$ cat config.mk
export PLATFORM = sky130hd
export DESIGN_NAME = miniled_scan_driver
export DESIGN_NICKNAME = d
export VERILOG_FILES = /design/src/rtl/miniled_pkg.sv /design/src/rtl/miniled_bit_shifter.sv /design/src/rtl/miniled_scan_driver.sv
export SDC_FILE = /design/constraint.sdc
export NUM_CORES = 1
export LEC_CHECK = 0
export CORE_MARGIN = 3
export CORE_UTILIZATION = 41
export CTS_CLUSTER_DIAMETER = 150
export DETAILED_ROUTE_END_ITERATION = 7
export GPL_ROUTABILITY_DRIVEN = 0
export PLACE_DENSITY = 0.61
export SETUP_SLACK_MARGIN = 0.3
export SYNTH_ARGS = -nofsm -noshare
export SYNTH_HDL_FRONTEND = slang
export SYNTH_SLANG_ARGS = --single-unit
$ cat constraint.sdc
create_clock -name I_clk -period 2.7 [get_ports I_clk]
set_clock_uncertainty 0.15 [all_clocks]
set_input_delay 0.54 -clock I_clk [delete_from_list [all_inputs] [get_ports I_clk]]
set_output_delay 0.54 -clock I_clk [all_outputs]
set_load 0.01 [all_outputs]
$ cat src/rtl/miniled_pkg.sv
// Shared types, mode encodings and sizing helpers for the MiniLED scan driver.
package miniled_pkg;

    typedef enum logic [2:0] {
        IDLE,
        FETCH,
        SHIFT,
        LATCH,
        DISPLAY,
        GAP
    } state_t;

    localparam logic [1:0] MODE_NORMAL = 2'b00;
    localparam logic [1:0] MODE_FULL   = 2'b01;
    localparam logic [1:0] MODE_BLANK  = 2'b10;

    function automatic int words_per_row(input int n_chips, input int n_ch);
        return n_chips * n_ch;
    endfunction

    function automatic int addr_width(input int n_scan, input int n_chips, input int n_ch);
        int n;
        n = n_scan * n_chips * n_ch;
        return (n > 1) ? $clog2(n) : 1;
    endfunction

    // Bits needed to hold the value max_val (at least one).
    function automatic int cnt_width(input int max_val);
        return (max_val < 1) ? 1 : $clog2(max_val + 1);
    endfunction

    function automatic int max_int(input int a, input int b);
        return (a > b) ? a : b;
    endfunction

endpackage

$ cat src/rtl/miniled_bit_shifter.sv
// Serialises gray words MSB-first with a DCLK of 2*DCLK_DIV cycles per bit and
// requests the next word during the last bit of the current one.
module miniled_bit_shifter
    import miniled_pkg::*;
#(
    parameter int GRAY_W   = 16,
    parameter int DCLK_DIV = 1
) (
    input  logic              clk,
    input  logic              rst,
    input  logic              load,
    input  logic              active,
    input  logic              final_word,
    input  logic [GRAY_W-1:0] din,
    output logic              dclk,
    output logic              sdi_raw,
    output logic              word_last,
    output logic              prefetch_req
);

    localparam int PH_W  = cnt_width(2 * DCLK_DIV - 1);
    localparam int BIT_W = cnt_width(GRAY_W - 1);
    localparam logic [PH_W-1:0]  PH_LAST  = PH_W'(2 * DCLK_DIV - 1);
    localparam logic [PH_W-1:0]  PH_HIGH  = PH_W'(DCLK_DIV);
    localparam logic [BIT_W-1:0] BIT_LAST = BIT_W'(GRAY_W - 1);

    logic [PH_W-1:0]   phase_q;
    logic [BIT_W-1:0]  bit_q;
    logic [GRAY_W-1:0] sreg_q;
    logic              bit_last;

    assign bit_last     = active && (phase_q == PH_LAST);
    assign word_last    = bit_last && (bit_q == BIT_LAST);
    assign prefetch_req = active && (phase_q == '0) && (bit_q == BIT_LAST) && !final_word;
    assign dclk         = active && (phase_q >= PH_HIGH);
    assign sdi_raw      = sreg_q[GRAY_W-1];

    // The next word is loaded at the word boundary; the data arrives from the
    // prefetch that was issued at the start of this word's last bit.
    always_ff @(posedge clk or posedge rst) begin
        if (rst) begin
            phase_q <= '0;
            bit_q   <= '0;
            sreg_q  <= '0;
        end else if (load) begin
            phase_q <= '0;
            bit_q   <= '0;
            sreg_q  <= din;
        end else if (active) begin
            if (bit_last) begin
                phase_q <= '0;
                if (bit_q == BIT_LAST) begin
                    bit_q  <= '0;
                    sreg_q <= din;
                end else begin
                    bit_q  <= bit_q + BIT_W'(1);
                    sreg_q <= sreg_q << 1;
                end
            end else begin
                phase_q <= phase_q + PH_W'(1);
            end
        end
    end

endmodule

$ cat src/rtl/miniled_scan_driver.sv
// MiniLED panel scan driver: fetches each row from the frame buffer, shifts it
// into the driver chain, latches it and runs the GCLK burst with one row selected.
module miniled_scan_driver
    import miniled_pkg::*;
#(
    parameter int N_CHIPS     = 2,
    parameter int N_CH        = 16,
    parameter int GRAY_W      = 16,
    parameter int N_SCAN      = 4,
    parameter int DCLK_DIV    = 1,
    parameter int LE_CYC      = 2,
    parameter int GCLK_PULSES = 256,
    parameter int GAP_CYC     = 4,
    localparam int W          = words_per_row(N_CHIPS, N_CH),
    localparam int ADDR_W     = addr_width(N_SCAN, N_CHIPS, N_CH)
) (
    input  logic              I_clk,
    input  logic              I_rst,
    input  logic              I_frame_start,
    input  logic [1:0]        I_mode,
    output logic              O_rd_en,
    output logic [ADDR_W-1:0] O_rd_addr,
    input  logic [GRAY_W-1:0] I_rd_data,
    output logic              LE,
    output logic              DCLK,
    output logic              SDI,
    output logic              GCLK,
    output logic [N_SCAN-1:0] O_scan,
    output logic              O_busy,
    output logic              O_frame_done
);

    localparam int CNT_MAX = max_int(max_int(2 * GCLK_PULSES - 1, LE_CYC - 1),
                                     max_int(max_int(GAP_CYC - 1, W - 1), 1));
    localparam int CNT_W   = cnt_width(CNT_MAX);
    localparam int ROW_W   = cnt_width(N_SCAN - 1);

    state_t            state_q, state_d;
    logic [ROW_W-1:0]  row_q, row_d;
    logic [CNT_W-1:0]  cnt_q, cnt_d;
    logic [1:0]        mode_q, mode_d;
    logic              pend_q, pend_d;
    logic [ADDR_W-1:0] addr_hold_q;
    logic              rd_pend_q;
    logic [GRAY_W-1:0] next_word_q;

    logic              fetch_rd;
    logic              final_word;
    logic              word_last;
    logic              prefetch_req;
    logic              sdi_raw;
    logic              shift_dclk;
    logic [GRAY_W-1:0] word_in;
    logic              last_row;

    assign fetch_rd   = (state_q == FETCH) && (cnt_q == '0);
    assign final_word = (cnt_q == CNT_W'(W - 1));
    assign last_row   = (row_q == ROW_W'(N_SCAN - 1));
    assign word_in    = rd_pend_q ? I_rd_data : next_word_q;

    miniled_bit_shifter #(
        .GRAY_W   (GRAY_W),
        .DCLK_DIV (DCLK_DIV)
    ) u_shifter (
        .clk          (I_clk),
        .rst          (I_rst),
        .load         ((state_q == FETCH) && (cnt_q == CNT_W'(1))),
        .active       (state_q == SHIFT),
        .final_word   (final_word),
        .din          (word_in),
        .dclk         (shift_dclk),
        .sdi_raw      (sdi_raw),
        .word_last    (word_last),
        .prefetch_req (prefetch_req)
    );

    always_ff @(posedge I_clk or posedge I_rst) begin
        if (I_rst) begin
            state_q     <= IDLE;
            row_q       <= '0;
            cnt_q       <= '0;
            mode_q      <= MODE_NORMAL;
            pend_q      <= 1'b0;
            addr_hold_q <= '0;
            rd_pend_q   <= 1'b0;
            next_word_q <= '0;
        end else begin
            state_q     <= state_d;
            row_q       <= row_d;
            cnt_q       <= cnt_d;
            mode_q      <= mode_d;
            pend_q      <= pend_d;
            addr_hold_q <= O_rd_addr;
            rd_pend_q   <= O_rd_en;
            if (rd_pend_q) begin
                next_word_q <= I_rd_data;
            end
        end
    end

    // cnt_q is shared: fetch cycle, word index in SHIFT, LE width, GCLK half
    // periods and gap length. A request in the frame's final cycle chains a frame.
    always_comb begin
        state_d = state_q;
        row_d   = row_q;
        cnt_d   = cnt_q;
        mode_d  = mode_q;
        pend_d  = pend_q | (I_frame_start && (state_q != IDLE));
        case (state_q)
            IDLE: begin
                if (I_frame_start || pend_q) begin
                    state_d = FETCH;
                    row_d   = '0;
                    cnt_d   = '0;
                    mode_d  = I_mode;
                    pend_d  = 1'b0;
                end
            end
            FETCH: begin
                if (cnt_q == CNT_W'(1)) begin
                    state_d = SHIFT;
                    cnt_d   = '0;
                end else begin
                    cnt_d = cnt_q + CNT_W'(1);
                end
            end
            SHIFT: begin
                if (word_last) begin
                    if (final_word) begin
                        state_d = LATCH;
                        cnt_d   = '0;
                    end else begin
                        cnt_d = cnt_q + CNT_W'(1);
                    end
                end
            end
            LATCH: begin
                if (cnt_q == CNT_W'(LE_CYC - 1)) begin
                    state_d = DISPLAY;
                    cnt_d   = '0;
                end else begin
                    cnt_d = cnt_q + CNT_W'(1);
                end
            end
            DISPLAY: begin
                if (cnt_q == CNT_W'(2 * GCLK_PULSES - 1)) begin
                    state_d = GAP;
                    cnt_d   = '0;
                end else begin
                    cnt_d = cnt_q + CNT_W'(1);
                end
            end
            GAP: begin
                if (cnt_q == CNT_W'(GAP_CYC - 1)) begin
                    cnt_d = '0;
                    if (!last_row) begin
                        state_d = FETCH;
                        row_d   = row_q + ROW_W'(1);
                    end else if (pend_q || I_frame_start) begin
                        state_d = FETCH;
                        row_d   = '0;
                        mode_d  = I_mode;
                        pend_d  = pend_q & I_frame_start;
                    end else begin
                        state_d = IDLE;
                        pend_d  = 1'b0;
                    end
                end else begin
                    cnt_d = cnt_q + CNT_W'(1);
                end
            end
            default: state_d = IDLE;
        endcase
    end

    // Outputs decode from registered state so reset clears them at once.
    always_comb begin
        O_rd_en      = fetch_rd || prefetch_req;
        O_rd_addr    = addr_hold_q;
        if (fetch_rd) begin
            O_rd_addr = ADDR_W'(int'(row_q) * W + W - 1);
        end else if (prefetch_req) begin
            O_rd_addr = addr_hold_q - ADDR_W'(1);
        end
        O_busy       = (state_q != IDLE);
        LE           = (state_q == LATCH);
        DCLK         = shift_dclk;
        SDI          = 1'b0;
        if (state_q == SHIFT) begin
            if (mode_q == MODE_FULL) begin
                SDI = 1'b1;
            end else if (mode_q != MODE_BLANK) begin
                SDI = sdi_raw;
            end
        end
        GCLK         = (state_q == DISPLAY) && !cnt_q[0] && (mode_q != MODE_BLANK);
        O_scan       = '0;
        if ((state_q == DISPLAY) && (mode_q != MODE_BLANK)) begin
            O_scan = N_SCAN'(1) << row_q;
        end
        O_frame_done = (state_q == GAP) && (cnt_q == CNT_W'(GAP_CYC - 1)) && last_row;
    end

endmodule

After elaboration in Yosys (flattened, before gate mapping)
Index checks and enable logic that the tools add are counted.
{"block": "totals", "register_bits": 62, "input_bits": 21, "output_inout_bits": 18, "elab_cells": 123}
{"block": "op_classes", "addsub": 7, "magnitude_cmp": 1, "n_eq_ne": 21, "shifts": 1, "mux": 48, "n_bitwise": 3, "reduce_logical": 31}
{"operator": "$mux W16", "n": 5}
{"operator": "$mux W9", "n": 6}
{"operator": "$pmux W9 S5", "n": 1}
{"operator": "$mux W3", "n": 7}
{"operator": "$mux W4", "n": 5}
{"operator": "$pmux W3 S6", "n": 1}
{"operator": "$logic_and A1 B1 Y1", "n": 14}
{"operator": "$mux W7", "n": 2}
{"operator": "$ne A2 B2 Y1 const B", "n": 7}
{"operator": "$sub A7 B1 Y7 const B", "n": 2}
{"operator": "$mux W1", "n": 12}
{"operator": "$mux W2", "n": 6}
{"operator": "$add A9 B1 Y9 const B", "n": 1}
{"operator": "$eq A9 B1 Y1 const B", "n": 1}
{"operator": "$eq A9 B2 Y1 const B", "n": 1}
{"operator": "$eq A9 B5 Y1 const B", "n": 1}
{"operator": "$eq A9 B9 Y1 const B", "n": 1}
{"operator": "$logic_not A9 Y1", "n": 1}
{"operator": "$pmux W2 S2", "n": 2}
{"operator": "$add A7 B6 Y7 const B", "n": 1}
{"operator": "$reduce_and A7 Y1", "n": 1}
{"operator": "$eq A3 B2 Y1 const B", "n": 2}
{"operator": "$eq A3 B3 Y1 const B", "n": 2}
{"operator": "$reduce_and A3 Y1", "n": 2}
{"operator": "other kinds (22)", "n": 28}

Longest topological paths before layout
{"block": "logic_depth", "depth_word": 6, "mapped_depth": 10, "depth_no_buf": 10}

By module
Synthesis repeated with hierarchy kept, for this count alone.
{"block": "hier_totals", "cells_unflattened": 326, "hier_area_um2": 3385.7}
{"module": "miniled_scan_driver", "instances": 1, "cells_each": 208, "area_per_inst_um2": 2245.9, "seq_area_each_um2": 1026.0}
{"module": "miniled_bit_shifter", "instances": 1, "cells_each": 118, "area_per_inst_um2": 1139.8, "seq_area_each_um2": 525.5}

Worst setup path after synthesis
Ideal clock, no wire load.
{"block": "synth_timing", "path_kind": "reg2out", "start": "register state_q[0]", "end": "output port O_rd_addr[6]", "t_arrival_ns": 1.884, "required_ns": 2.010, "path_slack_ns": 0.126, "path_stages_with_launch": 7, "n_path_buf": 1, "path_cell_list": "dfrtp_1 -> or3b_1 -> buf_2 -> a2111oi_2 -> nand3_1 -> xor2_1 -> a21oi_1"}
{"block": "synth_via", "elab_chain_len": 6, "word_cells_on_any_way": 8, "cone_classes": "eq/ne (2); mux (2); reduce/logical (4)"}
{"element": "from (decl)", "line": "miniled_scan_driver.sv:38", "rtl": "state_t state_q, state_d;"}
{"element": "from (signal assigned)", "line": "miniled_scan_driver.sv:88", "rtl": "state_q <= state_d;"}
{"element": "$eq A3 B2 Y1", "line": "miniled_scan_driver.sv:68", "rtl": ".active (state_q == SHIFT),"}
{"element": "$logic_and A1 B1 Y1 (3 in series)", "line": "miniled_bit_shifter.sv:34", "rtl": "assign prefetch_req = active && (phase_q == '0) && (bit_q == BIT_LAST) && !final_word;"}
{"element": "$mux W7", "line": "miniled_scan_driver.sv:182", "rtl": "end else if (prefetch_req) begin"}
{"element": "$mux W7 *", "line": "miniled_scan_driver.sv:180", "rtl": "if (fetch_rd) begin"}
{"element": "to (decl)", "line": "miniled_scan_driver.sv:22", "rtl": "output logic [ADDR_W-1:0] O_rd_addr,"}
Every way passes the cells marked *; elsewhere a longest branch is shown, timed or not.

Worst setup path after layout
{"block": "layout_timing", "start": "register state_q[2]", "end": "output port O_rd_addr[5]"}
The elaborated chain is that of the path after synthesis.

==> impl_metrics.toml <==
[timing]
slew_headroom = 0.514
finalMaxSlewViolations = 0
setup_viol = 7
worstMarginPinSlew_ns = 0.729
fmax_mhz = 339
min_period_ns = 2.95
holdWs_ns = 0.359
period_share = 1.09
finalWorstSetupSlack_ns = -0.254
hold_viol_final = 0
setup_tns_ns = -1.12
rsz0062_at_grt = "yes"

[floorplanning]
start_util = 0.423
coreArea_um2 = 7770
die_h_um = 95.5
core.rowCount = 32
die_area_um2 = 9120
io_pins = 39
die_w_um = 95.5

[flow_run]
maxCapViolations = 0

[worst_setup_path]
crit_fanout = 3
path_class = "reg2out"
path_common_cell = "buf_6"
worstPathCellList = "or3b_4 -> a2111o_1 -> buf_6 -> buf_6 -> nor3_4 -> xnor2_1 -> a21oi_2 -> buf_2"
critical_path.slowest_cell = "or3b_4"
end_kind = "output pin"
cpPeakStageDelay_ns = 0.42
required_ns = 2.01
critPathArrivalTime_ns = 2.26
critPathBufInv = 3
cp_top_family = "simple AND/OR/NAND/NOR gates"
worstSetupStartpointType = "register"

[synthesis]
async_reset_ff_frac = 1.00
synth_top_area_share = 0.472
synth_largest_area_cell = "dfrtp_1"
syn_nets = 359
synth_area_leaders = "dfrtp_1, mux2_2, nor2_1, a221o_1, ha_1"
synth_area_per_cell_um2 = 10.0
synth_cells = 328
synth-seq-cells = 62
syn_area_um2 = 3290
synth.distinct_cells = 51
synth_seq_area_share = 0.472
synth-main-ff-cell = "dfrtp_1"
synth_edf_count = 0
yosys_warnings = 0

[grt]
grt_max_degree = 63
grt_antenna_before_repair = 0
first_global_vias = 2776
grt_pass1_wl_mm = 13.5
globalRouteOverflowTotal = 0
grt_usage = 0.188

[drt]
dr_total_vias = 2853
vias_per_cell = 5.46
wl_per_cell_um = 15.5
ant_nets = 0
wl_mm = 8.13
drc = 0
drt-pass1-iter-count = 5
initialDrtViolationCount = 136

[cells_and_area]
final_nets = 448
drive_gt1_frac = 0.302
diodes = 0
final_cell_mix = "dfrtp_1, buf_4, nor2_1"
syn_to_final_growth_pct = 37.3
final_common_cell = "dfrtp_1"
final.fill_count = 673
post-route-util = 0.581
fin_area_um2 = 4510
finalNonFillerCells = 523

[placed_design]
dp_hpwl_mm = 5.26
post-place-ws_ns = -0.299
place_area_um2 = 4060
io_buffers = 38
placedCellCount = 491

[clock_network]
clockBufferDepth = 2
holdBufCountCts = 0
htreeDepth = 3
clockRootBuffer = "clkbuf_8"
clkTransAtPathRegs_ns = 0.07
cts_sinks = 62
cts_tree = "done"
clock_latency_ns = 0.34
numCtsBuffers = 9

[status]
status = "finished, violations left"
failed_checks = "setup timing"

[power_and_ir_drop]
p_per_area_nw_per_um2 = 437
power.total_mw = 1.97
power_leakage_nw = 2.03
ir_drop_uv = 250

[min_path]
hold_path_class = "reg2reg"
final cells by class:
| type | count | area, um^2 | share of cell area |
|---|---|---|---|
| Clock inverter | 3 | 67.6 | 0.0150 |
| Tap cell | 102 | 128 | 0.0283 |
| Sequential cell | 62 | 1550 | 0.344 |
| Multi-Input combinational cell | 239 | 1760 | 0.390 |
| Inverter | 10 | 37.5 | 0.00832 |
| Timing Repair Buffer | 95 | 812 | 0.180 |
| Clock buffer | 12 | 155 | 0.0344 |
cell usage after synthesis (all sizes together) (2+ instances only):
master,n
a211oi,2
a21oi,10
a221o,14
a22o,8
and2,8
and3,8
and4,2
buf,2
clkbuf,15
dfrtp,62
ha,10
inv,10
mux2,18
nand2,20
nand2b,3
nand3,7
nand3b,3
nand4,4
nor2,42
nor2b,8
nor3,20
nor4,5
o211ai,2
o21ai,13
o22ai,2
o31ai,2
or3,2
xnor2,4
xor2,4
routing by layer:
metal / global-route usage / wire length, um / share of wire / vias up
li1: - / - / - / 1369
met1: 0.269 / 3930 / 0.48 / 1416
met2: 0.285 / 3780 / 0.46 / 53
met3: 0.0276 / 273 / 0.034 / 15
met4: 0.0746 / 148 / 0.018 / 0
met5: 0 / 0 / 0 / -
timing repair:
item,4_1_cts,5_1_grt
endpoints found under the hold margin,0,0
gates resized for setup,74,23
endpoints found under the setup margin,39,20
pin swaps,18,9
setup buffers,13,4
cloned,0,0
final timing paths:
path / startpoint / to / slack (ns) / depth (start not counted)
max: state_q[2] / O_rd_addr[5] / -0.25 / 8
min: next_word_q[4] / next_word_q[4] / 0.36 / 1
max reg2reg: cnt_q[0] / cnt_q[0] / 0.35 / 10
min reg2reg: next_word_q[4] / next_word_q[4] / 0.36 / 1
max in group asynchronous: I_rst / cnt_q[6] / 1.71 / 3
min in group asynchronous: I_rst / next_word_q[13] / 0.42 / 3
sequential cells by signal, summed over array words and instances, names as in the netlist:
signal / count
addr_hold_q: 7
cnt_q: 9
mode_q: 2
next_word_q: 16
pend_q: 1
rd_pend_q: 1
row_q: 2
state_q: 3
u_shifter.bit_q: 4
u_shifter.phase_q: 1
u_shifter.sreg_q: 16
kinds of logic after synthesis:
family,synth area share
and+or+nand+nor,0.217
xor gates and xnor gates,0.0213
buffers and inverters,0.0316
DFF,0.472
AOI/OAI and AO/OA,0.155
muxes,0.0647
adders and majority gates,0.0381
power breakdown:
part | switching, mW | internal, mW
clock network | 0.360 | 0.566
logic | 0.0404 | 0.0482
registers | 0.00809 | 0.949
(Power assumes the default switching activity.)
